$ cat src/rtl/cntr8_ctrl.sv
// cntr8_ctrl: debounced button/switch front end issuing load strobes and count direction.
// Define CNTR8_CTRL_SYNC_EN to add 2-flop synchronizers on btn_load, btn_dir and sw.
module cntr8_ctrl #(
    parameter int DB_CYCLES = 4,
    parameter int DW        = 8
) (
    input  logic          clk,
    input  logic          reset,
    input  logic          btn_load,
    input  logic          btn_dir,
    input  logic [DW-1:0] sw,
    output logic          load,
    output logic          inc,
    output logic [DW-1:0] d_in,
    output logic [1:0]    o_lstate,
    output logic [3:0]    o_cmd_cnt
);
    localparam int CW = $clog2(DB_CYCLES);

    typedef enum logic [1:0] {L_IDLE = 2'd0, L_PULSE = 2'd1, L_WAIT = 2'd2} lstate_t;

    logic [1:0]    raw;
    logic [DW-1:0] sw_s;

`ifdef CNTR8_CTRL_SYNC_EN
    logic [1:0]    s_load, s_dir;
    logic [DW-1:0] s_sw1, s_sw2;
    always_ff @(posedge clk) begin
        if (reset) begin
            s_load <= '0;
            s_dir  <= '0;
            s_sw1  <= '0;
            s_sw2  <= '0;
        end else begin
            s_load <= {s_load[0], btn_load};
            s_dir  <= {s_dir[0], btn_dir};
            s_sw1  <= sw;
            s_sw2  <= s_sw1;
        end
    end
    assign raw  = {s_dir[1], s_load[1]};
    assign sw_s = s_sw2;
`else
    assign raw  = {btn_dir, btn_load};
    assign sw_s = sw;
`endif

    // bit 0 = load button, bit 1 = direction button
    logic [1:0]    db, db_q, rise;
    logic [CW-1:0] c [2];

    always_ff @(posedge clk) begin
        if (reset) begin
            db   <= '0;
            db_q <= '0;
            c[0] <= '0;
            c[1] <= '0;
        end else begin
            db_q <= db;
            for (int i = 0; i < 2; i++) begin
                if (raw[i] == db[i]) c[i] <= '0;
                else if (c[i] == CW'(DB_CYCLES - 1)) begin
                    db[i] <= raw[i];
                    c[i]  <= '0;
                end else c[i] <= c[i] + 1'b1;
            end
        end
    end

    assign rise = db & ~db_q;

    lstate_t state, next_state;
    logic    capture;

    always_comb begin
        capture    = (state == L_IDLE) && rise[0];
        next_state = capture ? L_PULSE :
                     (state == L_PULSE) ? L_WAIT :
                     (state == L_WAIT && db[0]) ? L_WAIT : L_IDLE;
    end

    always_ff @(posedge clk) begin
        if (reset) begin
            state     <= L_IDLE;
            inc       <= 1'b1;
            d_in      <= '0;
            o_cmd_cnt <= '0;
        end else begin
            state     <= next_state;
            inc       <= inc ^ rise[1];
            d_in      <= capture ? sw_s : d_in;
            o_cmd_cnt <= o_cmd_cnt + 4'(capture) + 4'(rise[1]);
        end
    end

    assign load     = (state == L_PULSE);
    assign o_lstate = state;
endmodule

$ cat config.mk
export PLATFORM = sky130hd
export DESIGN_NAME = cntr8_ctrl
export DESIGN_NICKNAME = d
export VERILOG_FILES = /design/src/rtl/cntr8_ctrl.sv
export SDC_FILE = /design/constraint.sdc
export NUM_CORES = 1
export LEC_CHECK = 0
export CORE_MARGIN = 2
export CORE_UTILIZATION = 29
export DETAILED_ROUTE_END_ITERATION = 10
export HOLD_SLACK_MARGIN = 0.02
export PLACE_DENSITY_LB_ADDON = 0.2
export SETUP_SLACK_MARGIN = 0.05
export SYNTH_ARGS = -nofsm -noshare
export SYNTH_HDL_FRONTEND = slang
export SYNTH_SLANG_ARGS = --single-unit
$ cat constraint.sdc
create_clock -name clk -period 2.2 [get_ports clk]
set_input_delay 0.66 -clock clk [delete_from_list [all_inputs] [get_ports clk]]
set_output_delay 0.66 -clock clk [all_outputs]
set_load 0.01 [all_outputs]
==> run_results.csv, run 1 <==
group,metric,value,unit
cts,postCtsHoldBufs,0,
setup_path,critPathCaptureType,"output port",
finish,instances_no_fill,165,
global_route,grt_pass1_vias,701,
logic_synthesis,synth_warnings,0,
routing,vias_per_cell,4.02,
setup_path,reg2reg_slack,420,ps
place,place_congestion,0.654,
floorplan,placementRows,20,
pwr,ir_drop,0.463,mV
routing,vias,663,
cts,cts_tree,"yes",
logic_synthesis,yosysMostFrequentCell,"dfxtp_1",
routing,drtAntennaViolNets,0,
pwr,p_leak,0.474,nW
logic_synthesis,synth_commonest_cells,"dfxtp_1 (19), nand2_1 (15), nor2_1 (9)",
floorplan,die_h,60.4,um
global_route,grt_pass1_wl,2940,um
floorplan,start_util,30.2,%
timing,finalCritPeriodShare,92.9,%
logic_synthesis,synth.avg_cell_area,10.5,um^2
floorplan,core-area,0.00305,mm^2
run_status,status,"complete, no violations",
cts,cts_buffers,3,
finish,multi_input_area,387,um^2
routing,first_pass_iters,2,
finish,fillers,330,
logic_synthesis,ys_ff_latch,23,
logic_synthesis,yosys.area.top_type_share,41.2,%
cts,cts.path.max_buffers,2,
setup_path,ff2ff_path_depth,5,
floorplan,die-area,0.00365,mm^2
setup_path,crit_fanout,4,
global_route,grt_max_degree,20,
timing,worst_clock_skew,1.64,ps
logic_synthesis,synth_cell_types,24,
cts,ctsRootBufferMaster,"clkbuf_4",
routing,routed_wl,1650,um
place,dpl.hpwl,1170,um
cts,insertion_delay,300,ps
hold_path,min-delay-start,"d_in[0]$_SDFFE_PP0P_",
setup_path,crit_path_start_kind,"flip-flop",
finish,regArea,500,um^2
logic_synthesis,syn_area,923,um^2
place,portBuffers,27,
hold_path,holdPathEnd,"d_in[0]$_SDFFE_PP0P_",
floorplan,die_w,60.4,um
cts,h-tree-depth,1,
timing,setup_viol,0,
finish,syn2layout_area_growth,38.8,%
finish,final_nets,138,
logic_synthesis,synth_seq_area_share,54.2,%
timing,fmax,0.490,GHz
cts,cts_setup_buffers,0,
timing,period_needed,2040,ps
global_route,gr-usage-all-layers,11.0,%
floorplan,io_pins,28,
routing,drcViolationCount,0,
setup_path,crit_arrival,1380,ps
routing,routedWlPerCell,10.0,um
timing,hold_viol_final,0,
setup_path,required,1540,ps
hold_path,holdCritPathClass,"reg -> reg",
setup_path,cp-startpoint,"o_lstate[1]$_SDFF_PP0_",
logic_synthesis,synth_edf_count,4,
hold_path,holdPathStages,2,
logic_synthesis,ys_async_sr_fraction,0,%
logic_synthesis,synth_area_leaders,"dfxtp_1 (41%), edfxtp_1 (13%), a21oi_2 (7.6%), nand2_1 (6.1%), ha_1 (4.1%)",
cts,ctsResizeCount,0,
timing,slew_violations,0,
setup_path,worst_r2r_endpoint,"o_cmd_cnt[1]$_SDFF_PP0_",
finish,diodes,0,
setup_path,timing_worst_setup_path_type,"reg -> out",
flow_run,cap_violations,0,
logic_synthesis,synthCells,88,
global_route,antenna_found_initial,0,
cts,cts.sinks,23,
cts,path_clk_slew,120,ps
pwr,powerDensity,570,mW/mm^2
setup_path,worstReg2RegStart,"db[0]$_SDFFE_PP0N_",
logic_synthesis,yosysTopAreaCell,"dfxtp_1",
place,dp.cells,161,
finish,layout-drive-gt1-share,12.4,%
routing,detail_route.iter0.violations,15,
global_route,grt.overflow.total,0,
timing,rsz0062_at_grt,"no",
timing,final.setup.tns,0,ps
logic_synthesis,yosys_most_used_dff,"dfxtp_1",
==> logic make-up after synthesis <==
kind of cell | count (synthesis) | share of synthesized area [%]
compound gates | 9 | 8.13
buf+inv | 7 | 5.15
other cells | 1 | 0.406
fa+ha+maj | 4 | 6.23
xor+xnor | 5 | 4.74
simple gates | 37 | 19.0
flops | 23 | 54.2
mux | 2 | 2.17
==> how the worst max path moves through the flow <==
stage	endpoint	slack, ps	cells past startpoint
floorplan	o_cmd_cnt[0]$_SDFF_PP0_	480	5
global placement	c[1][1]$_SDFFCE_PN0P_	420	4
detailed placement	c[1][0]$_SDFFCE_PN0P_	370	4
CTS	load	130	3
global route	load	60	3
finish	load	160	3
==> layout make-up <==
cell class                      count  area share, %
Sequential cell                    23           39.1
Clock buffer                        4           2.05
Inverter                            4           2.15
Multi-Input combinational cell     61           30.2
Timing Repair Buffer               29           22.3
Tap cell                           44           4.30
==> per-layer routing <==
| layer | vias up | routed length (um) | track usage, % |
|---|---|---|---|
| met2 | 17 | 750 | 18.6 |
| met1 | 298 | 787 | 12.7 |
| met3 | 2 | 103 | 4.90 |
| met4 | 0 | 8 | 2.80 |
| li1 | 346 | - | - |
| met5 | - | 0 | 0 |
==> power breakdown <==
| group | internal, W | switching (W) | total [W] |
|---|---|---|---|
| Sequential | 0.000443 | 0.00000838 | 0.000452 |
| Clock | 0.0000707 | 0.000121 | 0.000192 |
| Combinational | 0.0000495 | 0.0000374 | 0.0000869 |
==> layout by cell type, fill, tap and decap left out, types with 3 or more instances in the layout <==
cell type	netlist	layout
a21oi_2	8	8
clkbuf_4	0	3
clkdlybuf4s50_1	0	27
conb_1	1	4
dfxtp_1	19	19
edfxtp_1	4	4
ha_1	3	3
inv_1	3	3
nand2_1	15	15
nor2_1	9	9
nor2b_1	5	5
xnor2_1	4	4
==> critical path, stage by stage (launching register included) <==
cell	delay (ps)
dfxtp_1	350
nand2b_1	160
inv_1	50
clkdlybuf4s50_1	520
==> sequential cells by signal (all words and copies together) (netlist names) <==
signal,flops
d_in,8
o_lstate,2
inc,1
c,4
db,2
o_cmd_cnt,4
db_q,2
==> metrics by stage <==
| stage | hold WS, ps | util, % | power, W | cell area [um^2] | worst slack, ps |
|---|---|---|---|---|---|
| 6_report | 475 | 42.0 | 0.000731 | 1280 | 157 |
| 5_1_grt | 494 | 42.0 | 0.000776 | 1280 | 57.0 |
| 4_1_cts | 478 | 42.0 | 0.000751 | 1280 | 129 |
| 3_5_place_dp | 459 | 41.1 | 0.000550 | 1250 | 374 |
| 3_3_place_gp | 456 | 41.1 | 0.000547 | 1250 | 415 |
| 2_1_floorplan | 481 | - | 0.000504 | 935 | 485 |
Note: power is estimated with default switching activity, not from simulation.
==> run 2, diff against run 1 <==
--- a/config.mk
+++ b/config.mk
@@ -5,7 +5,7 @@
 export SDC_FILE = /design/constraint.sdc
 export NUM_CORES = 1
 export LEC_CHECK = 0
-export CORE_MARGIN = 2
+export CORE_MARGIN = 3
 export CORE_UTILIZATION = 29
 export DETAILED_ROUTE_END_ITERATION = 10
 export HOLD_SLACK_MARGIN = 0.02
==> run_results.csv, run 2 (synthesis results as in run 1) <==
group,metric,value,unit
run_status,status,"complete, no violations",
timing,hold_viol_final,0,
finish,regMostFlops,"d_in",
finish,final_cell_mix,"clkdlybuf4s50_1 (27), dfxtp_1 (19), nand2_1 (15)",
routing,vias,672,
cts,ctsRootBufferMaster,"clkbuf_4",
routing,drcViolationCount,0,
finish,fillers,309,
flow_run,cap_violations,0,
routing,routed_wl,1710,um
setup_path,cp_cell_sequence,"nand2b_1, inv_1, clkdlybuf4s50_1",
cts,h-tree-depth,1,
routing,routedWlPerCell,10.4,um
pwr,clock_power_share,25.4,%
finish,syn2layout_area_growth,39.3,%
floorplan,placementRows,19,
cts,ctsResizeCount,0,
global_route,use_met3,3.60,%
timing,worst_clock_skew,4.76,ps
setup_path,critPathCaptureType,"output port",
cts,postCtsHoldBufs,0,
timing,finalCritPeriodShare,92.7,%
setup_path,crit_arrival,1380,ps
pwr,pwr-share-seq,62.4,%
timing,fmax,0.491,GHz
setup_path,worst_r2r_endpoint,"o_cmd_cnt[1]$_SDFF_PP0_",
floorplan,die_h,62.4,um
cts,cts.path.max_buffers,2,
finish,reg_top3,"d_in (8), c (4), o_cmd_cnt (4)",
setup_path,reg2reg_slack,430,ps
finish,diodes,0,
timing,setup_viol,0,
pwr,ir_drop,0.307,mV
setup_path,required,1540,ps
cts,cts_tree,"yes",
cts,insertion_delay,300,ps
cts,cts_setup_buffers,0,
setup_path,slowest_delay,520,ps
pwr,combPwrFrac,12.2,%
cts,path_clk_slew,120,ps
floorplan,io_pins,28,
floorplan,die_w,62.4,um
setup_path,crit_path_start_kind,"flip-flop",
floorplan,die-area,0.00390,mm^2
finish,largest_register_ffs,8,
timing,period_needed,2040,ps
global_route,met2_usage,15.0,%
setup_path,crit_fanout,4,
floorplan,start_util,31.8,%
pwr,powerDensity,563,mW/mm^2
routing,drtAntennaViolNets,0,
place,portBuffers,27,
global_route,antenna_found_initial,0,
pwr,p_leak,0.479,nW
global_route,grt_pass1_vias,703,
finish,final_common_cell,"clkdlybuf4s50_1",
global_route,grt_max_degree,13,
finish,layout-drive-gt1-share,13.1,%
routing,first_pass_iters,4,
global_route,grtUsageMet1,11.6,%
place,dpl.hpwl,1280,um
global_route,grt_pass1_wl,3040,um
setup_path,ff2ff_path_depth,5,
global_route,gr-usage-all-layers,9.55,%
cts,cts_buffers,3,
setup_path,critical_path.slowest_cell,"clkdlybuf4s50_1",
finish,final_nets,139,
setup_path,critPathCapture,"load",
floorplan,core-area,0.00290,mm^2
pwr,swShare,22.1,%
finish,instances_no_fill,164,
routing,detail_route.iter0.violations,17,
pwr,p_int,0.000565,W
timing,slew_violations,0,
timing,final.setup.tns,0,ps
place,dp.cells,160,
place,place_congestion,0.616,
timing,rsz0062_at_grt,"no",
setup_path,timing_worst_setup_path_type,"reg -> out",
setup_path,worstReg2RegStart,"o_lstate[0]$_SDFF_PP0_",
global_route,grt.overflow.total,0,
routing,vias_per_cell,4.10,
setup_path,cp-startpoint,"o_lstate[1]$_SDFF_PP0_",
hold_path,holdCritPathClass,"reg -> reg",
global_route,top_usage_layer,"met2",
pwr,power_switching,0.000160,W
cts,cts.sinks,23,
[run 2: cell types whose count changed in the layout (fill, tap and decap cells not counted)]
cell / previous run / this run
buf_4: 2 / 3
[run 2: layout make-up]
| class | instances | area, um^2 | area share, % |
|---|---|---|---|
| inverter | 4 | 27.5 | 2.14 |
| clock buffer | 4 | 26.3 | 2.04 |
| tap | 42 | 52.6 | 4.09 |
| timing repair buffer | 30 | 293 | 22.8 |
| sequential | 23 | 500 | 38.9 |
| multi-input combinational | 61 | 387 | 30.1 |
[run 2: routing by layer]
metal / share of wire, % / vias to the layer above / wire length [um]
met5: 0 / - / 0
met4: 1.2 / 0 / 20
met3: 5.3 / 2 / 90
met2: 46 / 18 / 788
met1: 47 / 307 / 806
li1: - / 345 / -
[run 2: power groups by stage]
stage | Sequential (W) | Combinational (W) | Clock, W
CTS | 0.000452 | 0.0000904 | 0.000197
floorplan | 0.000464 | 0.0000405 | 0
global placement | 0.000461 | 0.0000878 | 0
finish | 0.000452 | 0.0000887 | 0.000184
detailed placement | 0.000462 | 0.0000899 | 0
global route | 0.000454 | 0.0000984 | 0.000216
[run 2: worst min path at each step]
| stage | startpoint | to | depth (start not counted) |
|---|---|---|---|
| after floorplan | db[1]$_SDFFE_PP0P_ | db_q[1]$_SDFF_PP0_ | 1 |
| after global placement | d_in[2]$_SDFFE_PP0P_ | d_in[2]$_SDFFE_PP0P_ | 2 |
| after detailed placement | d_in[2]$_SDFFE_PP0P_ | d_in[2]$_SDFFE_PP0P_ | 2 |
| after CTS | d_in[3]$_SDFFE_PP0P_ | d_in[3]$_SDFFE_PP0P_ | 2 |
| after global routing | d_in[0]$_SDFFE_PP0P_ | d_in[0]$_SDFFE_PP0P_ | 2 |
| final | d_in[6]$_SDFFE_PP0P_ | d_in[6]$_SDFFE_PP0P_ | 2 |
[run 2: critical path, delay by kind of cell (launching register included)]
kind | cells | cell delay, ps
buffers and inverters | 2 | 570
DFF | 1 | 350
and+or+nand+nor | 1 | 160
[run 2: through the flow]
stage	utilization (%)	hold WS [ps]	area, um^2	worst slack, ps	total power [W]
finish	44.3	475	1290	161	0.000725
global route	44.3	509	1290	57.9	0.000769
CTS	44.3	480	1290	139	0.000740
detailed placement	43.4	459	1260	390	0.000552
global placement	43.4	454	1260	421	0.000549
floorplan	-	481	935	485	0.000504
==> run 3, diff against run 2 <==
--- a/config.mk
+++ b/config.mk
@@ -7,7 +7,9 @@
 export LEC_CHECK = 0
 export CORE_MARGIN = 3
 export CORE_UTILIZATION = 29
+export CTS_CLUSTER_DIAMETER = 30
 export DETAILED_ROUTE_END_ITERATION = 10
+export DONT_BUFFER_PORTS = 1
 export HOLD_SLACK_MARGIN = 0.02
 export PLACE_DENSITY_LB_ADDON = 0.2
 export SETUP_SLACK_MARGIN = 0.05
==> run_results.csv, run 3 (synthesis results as in run 1) <==
group,metric,value,unit
run_status,status,"complete, no violations",
finish,reg_top3,"d_in (8), c (4), o_cmd_cnt (4)",
setup_path,cp-startpoint,"o_lstate[0]$_SDFF_PP0_",
finish,regArea,500,um^2
global_route,grt_pass1_wl,2710,um
finish,stdcell_area,0.00100,mm^2
global_route,antenna_found_initial,0,
timing,worst_clock_skew,7.73,ps
global_route,met2_usage,14.5,%
finish,syn2layout_area_growth,8.54,%
cts,path_clk_slew,130,ps
cts,postCtsHoldBufs,0,
hold_path,min-delay-start,"reset",
floorplan,placementRows,19,
global_route,grt_max_degree,22,
setup_path,timing_worst_setup_path_type,"reg -> reg",
floorplan,die_h,62.4,um
timing,fmax,0.557,GHz
global_route,grtUsageMet1,9.51,%
flow_run,cap_violations,0,
timing,setup_ws,404,ps
routing,vias,569,
global_route,gr-usage-all-layers,8.80,%
place,dp_slack,399,ps
cts,cts_setup_buffers,0,
routing,drtAntennaViolNets,0,
cts,cts_tree,"yes",
setup_path,cp_cell_sequence,"or4b_1, clkinv_8, fa_1, ha_1, nor2b_1",
finish,final_common_cell,"dfxtp_1",
floorplan,core-area,0.00290,mm^2
timing,period_needed,1800,ps
global_route,top_usage_layer,"met2",
routing,first_pass_iters,4,
cts,cts_buffers,3,
floorplan,io_pins,28,
finish,largest_register_ffs,8,
timing,hold_viol_final,0,
setup_path,critical_path.slowest_cell,"or4b_1",
timing,setup_viol,0,
finish,regMostFlops,"d_in",
floorplan,die_w,62.4,um
global_route,grt.overflow.total,0,
finish,layout-drive-gt1-share,16.1,%
finish,final_util,34.6,%
finish,fillers,318,
timing,rsz0062_at_grt,"no",
setup_path,worstReg2RegStart,"o_lstate[0]$_SDFF_PP0_",
setup_path,required,2420,ps
setup_path,crit_path_start_kind,"flip-flop",
setup_path,worst-path-buf-inv,1,
setup_path,critPathCaptureType,"flip-flop",
place,placed_area,975,um^2
setup_path,slowest_delay,670,ps
finish,final_nets,110,
cts,cts.path.max_buffers,2,
cts,insertion_delay,310,ps
timing,finalCritPeriodShare,81.7,%
cts,ctsRootBufferMaster,"clkbuf_4",
setup_path,crit_arrival,2020,ps
finish,final_cell_mix,"dfxtp_1 (19), nand2_1 (15), nor2_1 (9)",
routing,routedWlPerCell,11.9,um
cts,cts.sinks,23,
pwr,p_total,0.000686,W
finish,multi_input_area,387,um^2
floorplan,start_util,31.8,%
routing,routed_wl,1610,um
pwr,powerDensity,685,mW/mm^2
pwr,p_leak,0.374,nW
place,dpl.hpwl,1140,um
routing,detail_route.iter0.violations,28,
floorplan,die-area,0.00390,mm^2
global_route,grt_pass1_vias,570,
cts,h-tree-depth,1,
setup_path,crit_fanout,9,
place,place_congestion,0.685,
hold_path,holdCritPathClass,"in -> reg",
cts,ctsResizeCount,0,
routing,vias_per_cell,4.21,
pwr,ir_drop,0.288,mV
routing,drcViolationCount,0,
place,portBuffers,0,
global_route,use_met3,5.22,%
finish,diodes,0,
setup_path,crit_family,"simple AND/OR/NAND/NOR gates",
timing,slew_violations,0,
timing,final.setup.tns,0,ps
==> run 3: final timing paths <==
path                             endpoint  slack [ps]  cells past startpoint
setup / recovery  o_cmd_cnt[1]$_SDFF_PP0_         400                      5
hold / removal       d_in[3]$_SDFFE_PP0P_         400                      1
setup reg to reg  o_cmd_cnt[1]$_SDFF_PP0_         400                      5
hold reg to reg        db_q[1]$_SDFF_PP0_         510                      1
==> run 3: cell type report <==
class | count | area share [%]
multi-input combinational | 61 | 38.6
timing repair buffer | 1 | 0.749
clock inverter | 1 | 0.499
tap | 42 | 5.24
clock buffer | 3 | 2.25
inverter | 4 | 2.75
sequential | 23 | 49.9
==> run 3: through the flow <==
| step | hold WS, ps | std cells |
|---|---|---|
| after floorplan | 481 | 91 |
| after global placement | 494 | 131 |
| after detailed placement | 500 | 131 |
| after CTS | 374 | 135 |
| after global routing | 353 | 135 |
| final | 395 | 135 |
==> run 3: where the power goes <==
group	total [W]	internal, W	switching, W
clock network	0.000190	0.0000678	0.000122
logic	0.0000391	0.0000190	0.0000201
registers	0.000457	0.000444	0.0000135
total	0.000686	0.000530	0.000156
==> run 3: per-layer routing <==
layer / wire, um / up-vias / share of wire, %
met5: 0 / - / 0
met4: 17 / 0 / 1.1
met3: 121 / 2 / 7.5
met2: 781 / 14 / 49
met1: 687 / 266 / 43
li1: - / 287 / -
==> variant, RTL diff (config.mk and constraints of run 3) <==
The option `CNTR8_CTRL_SYNC_EN` is turned on by a define.
--- a/src/rtl/cntr8_ctrl.sv
+++ b/src/rtl/cntr8_ctrl.sv
@@ -1,4 +1,6 @@
 // cntr8_ctrl: debounced button/switch front end issuing load strobes and count direction.
 // Define CNTR8_CTRL_SYNC_EN to add 2-flop synchronizers on btn_load, btn_dir and sw.
+`define CNTR8_CTRL_SYNC_EN
+
 module cntr8_ctrl #(
     parameter int DB_CYCLES = 4,
Check against the original RTL: not equivalent (Yosys sat finds a counterexample within 10 cycles, from zero or initial values and one cycle with reset high).
==> variant against run 3 <==
- maximum frequency fell by 0.31%
- total power rose by 99%
- worst hold slack improved by 0.028 ns
- critical path type unchanged
- utilization fell by 0.52 points
- sequential power rose by 79%
- worst setup slack got worse by 0.0056 ns
- area after synthesis rose by 58%
- clock skew fell by 0.0014 ns
- combinational power fell by 32%
- routed wire length rose by 38%
- cell area rose by 63%
- cell count rose by 51%
- highest routed layer unchanged
- sequential cell count rose by 20
==> variant: results (changes against run 3) <==
- Status: finished clean (unchanged)
- Synth cell types: 25 (was 24)
- Reg2Reg Depth: 4 (was 5)
- H-tree Lvls: 2 (was 1)
- Fin nets: 152 (was 110)
- CP arrival: 1.99 ns (was 2.02 ns)
- Met2 GRT Util: 14.1% (was 14.5%)
- GR Util met3: 5.16% (was 5.22%)
- Fillers: 492 (was 318)
- Root Buffer Master: clkbuf_8 (was clkbuf_4)
- Pin count of the biggest net entering global routing: 42 (was 22)
- FF+latch count, synth: 43 (was 23)
- CTS Buf Count: 5 (was 3)
- Biggest regs: d_in: 8 flops, s_sw1: 8 flops, s_sw2: 8 flops (was d_in: 8 flops, c: 4 flops, o_cmd_cnt: 4 flops)
- Total track usage: 8.60% (was 8.80%)
- RR Endpoint: o_cmd_cnt[0]$_SDFF_PP0_ (was o_cmd_cnt[1]$_SDFF_PP0_)
- Hold worst-path end: d_in[1]$_SDFFE_PP0P_ (was d_in[3]$_SDFFE_PP0P_)
- Worst VDD drop: 0.000314 V (was 0.000288 V)
- Met1 Resource Use GR: 8.75% (was 9.51%)
- Setup WS pre-CTS: 0.399 ns (about the same)
- Share of post-route cells with drive strength above 1: 13.9% (was 16.1%)
- Vias: 807 (was 569)
- Met2 WL: 1.13 mm (was 781 µm)
- Dpl hpwl: 1.55 mm (was 1.14 mm)
- Layout non-clock buf frac: 0.461% (was 0.749%)
- Placed cells: 196 (was 131)
- Clock buffer cells: 6 (was 3)
- Post-route worst setup slack: 0.398 ns (was 0.404 ns)
- Clock-pin transition on the worst setup and hold timing paths: 0.08 ns (was 0.13 ns)
- Clk_lat worst skew: 0.29 ns (was 0.31 ns)
- Sequential cell area share: 55.3% (was 49.9%)
- Static Leak: 0.611 nW (was 0.374 nW)
- Gpl congestion: 0.691 (was 0.685)
- Drt first-iter violations: 20 (was 28)
- Syn Area/Cell: 11.2 µm² (was 10.5 µm²)
- Drt total wl: 2.22 mm (was 1.61 mm)
- Global-route wire length before repair: 3.76 mm (was 2.71 mm)
- Clk cell area share: 5.99% (was 2.75%)
- Vias per cell: 3.96 (was 4.21)
- Synth cell count leaders: 39 x dfxtp_1, 25 x nor2b_1, 15 x nand2_1 (was 19 x dfxtp_1, 15 x nand2_1, 9 x nor2_1)
- Metal1 wirelength: 917 µm (was 687 µm)
- FF-to-FF Start: o_lstate[0]$_SDFF_PP0_ (unchanged)
- Multi-input combinational area share: 31.4% (was 38.6%)
- #MultiIn Comb: 81 (was 61)
- Area contributors post-synth: dfxtp_1 54%, nor2b_1 11%, edfxtp_1 8.2%, a21oi_2 4.8%, nand2_1 3.9% (was dfxtp_1 41%, edfxtp_1 13%, a21oi_2 7.6%, nand2_1 6.1%, ha_1 4.1%)
- Fin Hold WS: 0.424 ns (was 0.395 ns)
- Max Clock Skew: 0.00629 ns (was 0.00773 ns)
- Sequential-to-total area share from yosys stat: 61.9% (was 54.2%)
==> variant: changes by cell type after synthesis, sizes merged <==
cell	run 3	this run
clkbuf	0	2
nor2b	5	25
dfxtp	19	39
==> variant: through the flow <==
step	cell area, µm²	total power, mW
floorplan	1470	0.869
global placement	1530	0.863
detailed placement	1530	0.865
CTS	1630	1.40
global route	1630	1.44
finish	1630	1.36
==> variant: how the worst max path moves through the flow <==
stage                                         end  slack, ns  depth (start not counted)                   start
after floorplan           o_cmd_cnt[0]$_SDFF_PP0_       0.48                          5  o_lstate[0]$_SDFF_PP0_
after global placement    o_cmd_cnt[1]$_SDFF_PP0_       0.44                          5  o_lstate[0]$_SDFF_PP0_
after detailed placement  o_cmd_cnt[1]$_SDFF_PP0_       0.40                          5  o_lstate[0]$_SDFF_PP0_
after CTS                 o_cmd_cnt[0]$_SDFF_PP0_       0.37                          4  o_lstate[0]$_SDFF_PP0_
after global routing      o_cmd_cnt[1]$_SDFF_PP0_       0.32                          5  o_lstate[0]$_SDFF_PP0_
final                     o_cmd_cnt[0]$_SDFF_PP0_       0.40                          4  o_lstate[0]$_SDFF_PP0_
==> variant: power breakdown <==
part           switching (mW)  internal [mW]  leakage [nW]
clock network           0.262          0.257        0.0517
logic                  0.0108         0.0159         0.199
registers             0.00779          0.811         0.360
total                   0.281           1.08         0.611
==> variant: kinds of logic (layout without fill, tap and decap cells) <==
family,after synthesis,after routing,share of synthesized area (%)
and+or+nand+nor,57,57,20.6
xor gates and xnor gates,5,5,3.01
AOI/OAI and AO/OA,9,9,5.15
adders and majority gates,4,4,3.95
other,1,4,0.257
DFF,43,43,61.9
buffers and inverters,9,13,3.78
muxes,2,2,1.37
